==> src/rtl/hub75_panel_rx.sv <==
// hub75_panel_rx: panel-side receiver for the RGB matrix serial interface.
// Synchronizes the driver outputs into clk, rebuilds latched rows into a
// frame memory, exposes a registered read port and sticky protocol errors.
// Optional feature macro: LATCH_BLANK_CHECK_EN adds err_latch_lit, a sticky
// flag for a row latch taken while the display is lit.
module hub75_panel_rx #(
   parameter int COLS     = 32,
   parameter int ROW_BITS = 3
) (
   input  logic                      clk,
   input  logic                      reset,
   input  logic                      sclk,
   input  logic                      latch,
   input  logic                      blank,
   input  logic [2:0]                LED_Top,
   input  logic [2:0]                LED_Bottom,
   input  logic [ROW_BITS-1:0]       row_select,
   input  logic                      err_clr,
   input  logic [ROW_BITS:0]         rd_row,
   input  logic [$clog2(COLS)-1:0]   rd_col,
   output logic [2:0]                rd_data,
   output logic                      frame_done,
   output logic [7:0]                frame_cnt,
   output logic                      disp_on,
   output logic [ROW_BITS-1:0]       disp_row,
   output logic                      err_underrun,
   output logic                      err_overrun
`ifdef LATCH_BLANK_CHECK_EN
   ,output logic                     err_latch_lit
`endif
);

   localparam int ROWS = 1 << ROW_BITS;
   localparam int CW   = $clog2(COLS + 2);

   typedef struct packed {
      logic                sclk;
      logic                latch;
      logic                blank;
      logic [2:0]          top;
      logic [2:0]          bot;
      logic [ROW_BITS-1:0] row;
   } pins_t;

   pins_t pins;
   pins_t s1;
   pins_t s2;
   logic  s3_sclk;
   logic  s3_latch;

   logic [COLS-1:0][2:0] shift_top;
   logic [COLS-1:0][2:0] shift_bot;
   logic [CW-1:0]        bit_cnt;
   logic [COLS-1:0][2:0] mem [2*ROWS];

   logic                 sclk_rise;
   logic                 latch_rise;
   logic [COLS-1:0][2:0] shift_top_nx;
   logic [COLS-1:0][2:0] shift_bot_nx;
   logic [CW-1:0]        cnt_nx;
   logic                 ovr_ev;
   logic                 unr_ev;
   logic                 last_row;

   assign pins = {sclk, latch, blank, LED_Top, LED_Bottom, row_select};

   // Two-flop synchronizer for the whole pin bundle plus a third stage for edge detection.
   always_ff @(posedge clk or negedge reset) begin
      if (!reset) begin
         s1       <= '0;
         s2       <= '0;
         s3_sclk  <= 1'b0;
         s3_latch <= 1'b0;
      end else begin
         s1       <= pins;
         s2       <= s1;
         s3_sclk  <= s2.sclk;
         s3_latch <= s2.latch;
      end
   end

   // Edge detection, next shift/count values and error events; a same-cycle shift is applied before the latch uses it.
   always_comb begin
      sclk_rise    = s2.sclk & ~s3_sclk;
      latch_rise   = s2.latch & ~s3_latch;
      shift_top_nx = shift_top;
      shift_bot_nx = shift_bot;
      cnt_nx       = bit_cnt;
      ovr_ev       = 1'b0;
      if (sclk_rise) begin
         shift_top_nx = {s2.top, shift_top[COLS-1:1]};
         shift_bot_nx = {s2.bot, shift_bot[COLS-1:1]};
         if (bit_cnt == CW'(COLS)) begin
            ovr_ev = 1'b1;
         end else begin
            ovr_ev = 1'b0;
         end
         if (bit_cnt != CW'(COLS + 1)) begin
            cnt_nx = bit_cnt + CW'(1);
         end else begin
            cnt_nx = bit_cnt;
         end
      end else begin
         cnt_nx = bit_cnt;
      end
      if (latch_rise && (cnt_nx > CW'(COLS))) begin
         ovr_ev = 1'b1;
      end else begin
         ovr_ev = ovr_ev;
      end
      unr_ev   = latch_rise && (cnt_nx != CW'(COLS));
      last_row = latch_rise && (s2.row == ROW_BITS'(ROWS - 1));
   end

   // Shift registers, bit counter and frame memory; a latch writes both halves at once.
   always_ff @(posedge clk or negedge reset) begin
      if (!reset) begin
         shift_top <= '0;
         shift_bot <= '0;
         bit_cnt   <= '0;
         for (int i = 0; i < 2*ROWS; i++) begin
            mem[i] <= '0;
         end
      end else begin
         shift_top <= shift_top_nx;
         shift_bot <= shift_bot_nx;
         if (latch_rise) begin
            bit_cnt                 <= '0;
            mem[{1'b0, s2.row}]     <= shift_top_nx;
            mem[{1'b1, s2.row}]     <= shift_bot_nx;
         end else begin
            bit_cnt <= cnt_nx;
         end
      end
   end

   // Registered outputs: read port, frame pulse/counter, display mirror and sticky errors.
   always_ff @(posedge clk or negedge reset) begin
      if (!reset) begin
         rd_data      <= 3'b000;
         frame_done   <= 1'b0;
         frame_cnt    <= 8'd0;
         disp_on      <= 1'b0;
         disp_row     <= '0;
         err_underrun <= 1'b0;
         err_overrun  <= 1'b0;
      end else begin
         rd_data      <= mem[rd_row][rd_col];
         frame_done   <= last_row;
         frame_cnt    <= last_row ? frame_cnt + 8'd1 : frame_cnt;
         // Loaded from s1 so the outputs change on the same edge as s2.
         disp_on      <= ~s1.blank;
         disp_row     <= s1.row;
         err_underrun <= unr_ev | (err_underrun & ~err_clr);
         err_overrun  <= ovr_ev | (err_overrun & ~err_clr);
      end
   end

`ifdef LATCH_BLANK_CHECK_EN
   // Sticky flag for a row latch taken while the display is lit (ghosting risk).
   always_ff @(posedge clk or negedge reset) begin
      if (!reset) begin
         err_latch_lit <= 1'b0;
      end else begin
         err_latch_lit <= (latch_rise & ~s2.blank) | (err_latch_lit & ~err_clr);
      end
   end
`endif

endmodule

==> config.mk <==
export PLATFORM = sky130hd
export DESIGN_NAME = hub75_panel_rx
export DESIGN_NICKNAME = d
export VERILOG_FILES = /design/src/rtl/hub75_panel_rx.sv
export SDC_FILE = /design/constraint.sdc
export NUM_CORES = 2
export LEC_CHECK = 0
export ABC_AREA = 1
export BUFFER_PORTS_ARGS = -buffer_cell sky130_fd_sc_hd__buf_4
export CAP_MARGIN = 20
export CELL_PAD_IN_SITES_DETAIL_PLACEMENT = 0
export CELL_PAD_IN_SITES_GLOBAL_PLACEMENT = 2
export CORE_ASPECT_RATIO = 0.5
export CORE_MARGIN = 5
export CORE_UTILIZATION = 30
export DETAILED_ROUTE_END_ITERATION = 10
export PLACE_DENSITY_LB_ADDON = 0.1
export SETUP_SLACK_MARGIN = 0.3
export SYNTH_ARGS = -nofsm -noshare
export SYNTH_HDL_FRONTEND = slang
export SYNTH_SLANG_ARGS = --single-unit
export TNS_END_PERCENT = 20
==> constraint.sdc <==
create_clock -name clk -period 2.68 [get_ports clk]
set_input_delay 0.536 -clock clk [delete_from_list [all_inputs] [get_ports clk]]
set_output_delay 0.536 -clock clk [all_outputs]
set_load 0.01 [all_outputs]
Word-level counts from Yosys, hierarchy flattened
Index checks and enable logic that the tools add are counted.
Widths: inputs -> output; s select.
- bits in registers: 1774
- logic and storage cells: 646
- output and inout port bits: 18
- bits of input ports: 24
- equality and inequality tests: 4
- muxes and demuxes: 19
- add/subtract/negate cells: 2
- bitwise gates (word level): 13
- order comparisons: 7
- reduce and logical (&&, ||, !) cells: 5
- operator list (kind ; count):
    $bwmux 1536 ; 2
    $demux 96 s4 ; 2
    $mux 96 ; 6
    $bmux 96 s4 ; 1
    $mux 6 ; 3
    $bmux 3 s5 ; 1
    $ge 5x5->1 const B ; 3
    $ne 6x6->1 const B ; 2
    $lt 5x1->1 const B ; 2
    $not 4->5 ; 2
    $add 8x1->8 const B ; 1
    $add 6x1->6 const B ; 1
    $eq 6x6->1 const B ; 1
    $gt 6x6->1 const B ; 1
    $lt 5x6->1 const B ; 1
    $logic_and 1x1->1 ; 5
    $not 3->5 ; 1
    $and 1x1->1 ; 4
    $not 1->1 ; 4
    $eq 3x3->1 const B ; 1
    $mux 1 ; 3
    $mux 3 ; 1
    $or 1x1->1 ; 2

Logic depth before layout (Yosys ltp)
- depth in word-level cells: 7
- depth in mapped cells: 17
- mapped depth without buffers: 13

Least setup slack after synthesis
OpenSTA, ideal clock, no wires.
- path kind: input-to-reg
- start: input port rd_row[0]
- end: register rd_data[1]
- stages: 16
- required time: 2.564 ns
- path slack: 0.754 ns
- arrival time: 1.810 ns
- cell sequence: buf_6 buf_6 buf_4 buf_4 a21oi_1 o21ai_0 nand3_1 nand3_1 nand3_1 nand3_1 nand2_1 nand2_1 nand3_1 nand2_1 nand2_1 nand2_1
- longest elaborated chain between the ends: 6
- ends and longest elaborated chain (what ; line ; RTL):
    start: declaration ; 19 ; input logic [ROW_BITS:0] rd_row,
    $not 4->5 (not written as such) ; 148 ; rd_data <= mem[rd_row][rd_col];
    $bmux 96 s4 ; 148 ;
    $mux 96 (not written as such) (2 in a row) ; 148 ;
    $bmux 3 s5 ; 148 ;
    $mux 3 (not written as such) ; 148 ;
    end signal: assignment ; 148 ;
    end: declaration ; 21 ; output logic [2:0] rd_data,
Every way passes these cells. The select of a mux whose other input is x is not followed.
A chain may end at the register's enable or synchronous reset.

==> results.yml <==
run_status:
  outcome: "finished, final reports clean"
setup_path:
  arrival_time_at_the_worst_endpoint_ns: 3.11
  reg2regPathDepth: 6
  endpoint_of_the_lowest_slack_register_to_register_path: "mem[885]"
  timing.critical_path.to_type: "flip-flop"
  path_max_fanout: 24
  worst-endpoint-required_ns: 3.44
  worst_setup_path_startpoint: "s2[11]"
  critPathLaunchType: "flip-flop"
  setup.worst_path.class: "flip-flop to flip-flop"
  critical_path.endpoint: "mem[885]"
  regToRegSetupSlack_ns: 0.32
  critical_path.reg2reg.startpoint: "s2[11]"
timing:
  fin_ws_ns: 0.322
  max_slew.worst_pin.slew_ns: 0.892
  finalSetupViolCount: 0
  timing_max_transition_violations_final: 0
  fin_crit_ns: 2.36
  fmax_ghz: 0.424
  layout_worst_path_cycle_share_pct: 88.0
  worst_slew_margin_rel_pct: 40.1
  skew_ns: 0.0368
  grt_setup_unrepaired: "yes"
  timing_hold_violations_final: 0
clocking:
  cts.repair_timing.setup_buffer_count: 0
  tritoncts_clock_tree: "built"
  cts-htree-levels: 4
  cts_buffers: 188
  clk_path_buf_depth: 4
  clock_sinks: 1774
  worst_setup_hold_path_clk_slew_ns: 0.06
  clk_root_buffer_cell: "clkbuf_16"
  insertion_delay_ns: 0.87
global_routing:
  grt_antenna_before_repair: 15
  first_pass_grt_wire_length_um: 475000
  grt_max_degree: 101
  first_global_vias: 66919
  track_usage_pct: 22.6
  grt_overflow: 0
cells_and_area:
  finish.utilization_pct: 35.8
  final.fill_count: 27767
  final_net_count: 9772
  layout_cells_sized_above_1_pct: 14.5
  final_design_area_no_fill_mm2: 0.0956
  areaGrowthSynthToFinish_pct: 18.5
  instances_no_fill: 13488
yosys:
  seq_cells_post_synth: 1774
  netlist_area_mm2: 0.0806
  yosysMostFrequentCell: "nand2_1"
  post_synth.cell_area_avg_um2: 8.43
  synth-edff-count: 0
  yosys-top-cells-count: "nand2_1 (4375), dfrtp_1 (1774), nand3_1 (1454), mux2_2 (492), buf_2 (310)"
  yosys_warnings: 0
  cell_taking_the_most_area_after_synthesis: "dfrtp_1"
  yosysUniqueCellTypes: 28
  asyncSetResetFlopFracSynth_pct: 100
  synthesis.nets: 9593
  synth.top_cells.by_area: "dfrtp_1 (55%), nand2_1 (20%), nand3_1 (9.0%)"
  synth_top_cell_area_share_pct: 55.1
  synthFlopType: "dfrtp_1"
  yosysSeqAreaShare_pct: 55.1
  postSynthCellCount: 9565
drt:
  routed_wire_length_per_instance_um: 23.7
  antenna_left: 0
  detail_route.iter0.violations: 5381
  dr_total_vias: 66514
  wl_um: 319000
  drt-vias-per-instance: 4.93
  detailedRoute.firstPassIterationCount: 5
  remaining_drc_errors: 0
place:
  io_buffer_count: 41
  detailedPlace.worstSlack_ns: -0.532
  placed_cell_area_mm2: 0.0894
  dp_hpwl_um: 194000
  post-place-cells: 13143
  gp_routability_congestion: 0.765
power_and_ir_drop:
  static-leakage-power_nw: 47.0
  max-vdd-ir-drop_uv: 438
  report.power.total_mw: 68.0
  power_density_mw_per_mm2: 711
floorplan:
  io-pin-count: 42
  std_cell_rows: 134
  die_area_mm2: 0.280
  coreArea_mm2: 0.267
  die_width_um: 743
  start_util_pct: 30.2
  die_y_um: 377
run:
  cap_viol_max_count: 0
worst_hold_path:
  hold_class: "primary input to flip-flop"
  hp-start: "rd_col[3]"
==> cell type report <==
| class | count | area [um^2] | share of cell area (%) |
|---|---|---|---|
| sequential | 1774 | 44400 | 46.4 |
| tap | 3604 | 4510 | 4.72 |
| clock inverter | 51 | 527 | 0.551 |
| multi-input combinational | 6950 | 32500 | 34.0 |
| timing repair buffer | 649 | 7390 | 7.73 |
| inverter | 181 | 785 | 0.821 |
| clock buffer | 275 | 5460 | 5.71 |
| antenna | 4 | 10.0 | 0.0105 |
==> worst min path at each step <==
stage / slack [ns] / depth (start not counted) / endpoint
after global placement: 0.33 / 0 / disp_row[2]
after detailed placement: 0.34 / 0 / s2[8]
final: 0.22 / 5 / rd_data[0]
after CTS: 0.17 / 5 / rd_data[0]
after global routing: 0.20 / 5 / rd_data[0]
after floorplan: 0.24 / 0 / bit_cnt[0]
==> state kept, by name, indices dropped and copies added (netlist names) <==
signal	cells
bit_cnt	6
s3_sclk	1
shift_bot	96
s3_latch	1
frame_done	1
err_overrun	1
disp_on	1
s1	12
mem	1536
disp_row	3
s2	8
shift_top	96
rd_data	3
err_underrun	1
frame_cnt	8
==> placed cells by master (no fill, tap or decap), drive strengths merged, types with 35 or more instances in the layout <==
cell type,synthesis,layout
a21oi,69,69
a31oi,91,91
buf,405,633
clkbuf,255,276
clkinv,2,35
dfrtp,1774,1774
inv,179,183
mux2,492,492
nand2,4375,4375
nand3,1454,1454
nor2,128,128
o21ai,316,316
==> per-stage QoR <==
| step | hold slack (ns) | setup TNS [ns] |
|---|---|---|
| 3_5_place_dp | 0.336 | -0.966 |
| 3_3_place_gp | 0.333 | -1.03 |
| 5_1_grt | 0.200 | 0 |
| 2_1_floorplan | 0.240 | 0 |
| 6_report | 0.223 | 0 |
| 4_1_cts | 0.168 | 0 |
==> cell families (layout without fill, tap and decap cells) <==
| logic type | after synthesis | count (layout) | share of synthesized area, % |
|---|---|---|---|
| and+or+nand+nor | 5967 | 5967 | 30.1 |
| DFF | 1774 | 1774 | 55.1 |
| buffers and inverters | 841 | 1156 | 4.72 |
| muxes | 492 | 492 | 6.87 |
| AOI/OAI and AO/OA | 477 | 477 | 3.11 |
| xor gates and xnor gates | 10 | 10 | 0.109 |
| adders and majority gates | 4 | 4 | 0.0621 |
| other | 0 | 4 | 0 |
==> routing by layer <==
metal	up-vias	part of all wire [%]	global-route usage [%]
met1	33684	51	34.7
met2	1255	43	34.3
li1	31252	-	-
met5	-	0	0
met4	0	1.7	3.84
met3	323	4.2	2.94
==> critical path, stage by stage, from the launching register on <==
cell	delay (ns)
dfrtp_1	0.42
nand2_4	0.32
buf_4	0.33
buf_4	0.40
nand2_1	0.12
o21ai_1	0.40
mux2_2	0.27
==> power by group <==
part / internal, mW / switching (mW)
Sequential: 29.8 / 1.63
Combinational: 3.66 / 6.09
Clock: 15.0 / 11.7
Total: 48.5 / 19.5
==> what timing repair did <==
| action | 4_1_cts | 5_1_grt |
|---|---|---|
| gates resized for setup | 1 | 8 |
| endpoints found under the setup margin | 14 | 186 |
| endpoints found under the hold margin | 151 | 0 |
| hold buffers | 15 | 0 |
| pin swaps | 0 | 1 |
No activity file was read; power rests on OpenSTA's default activity.
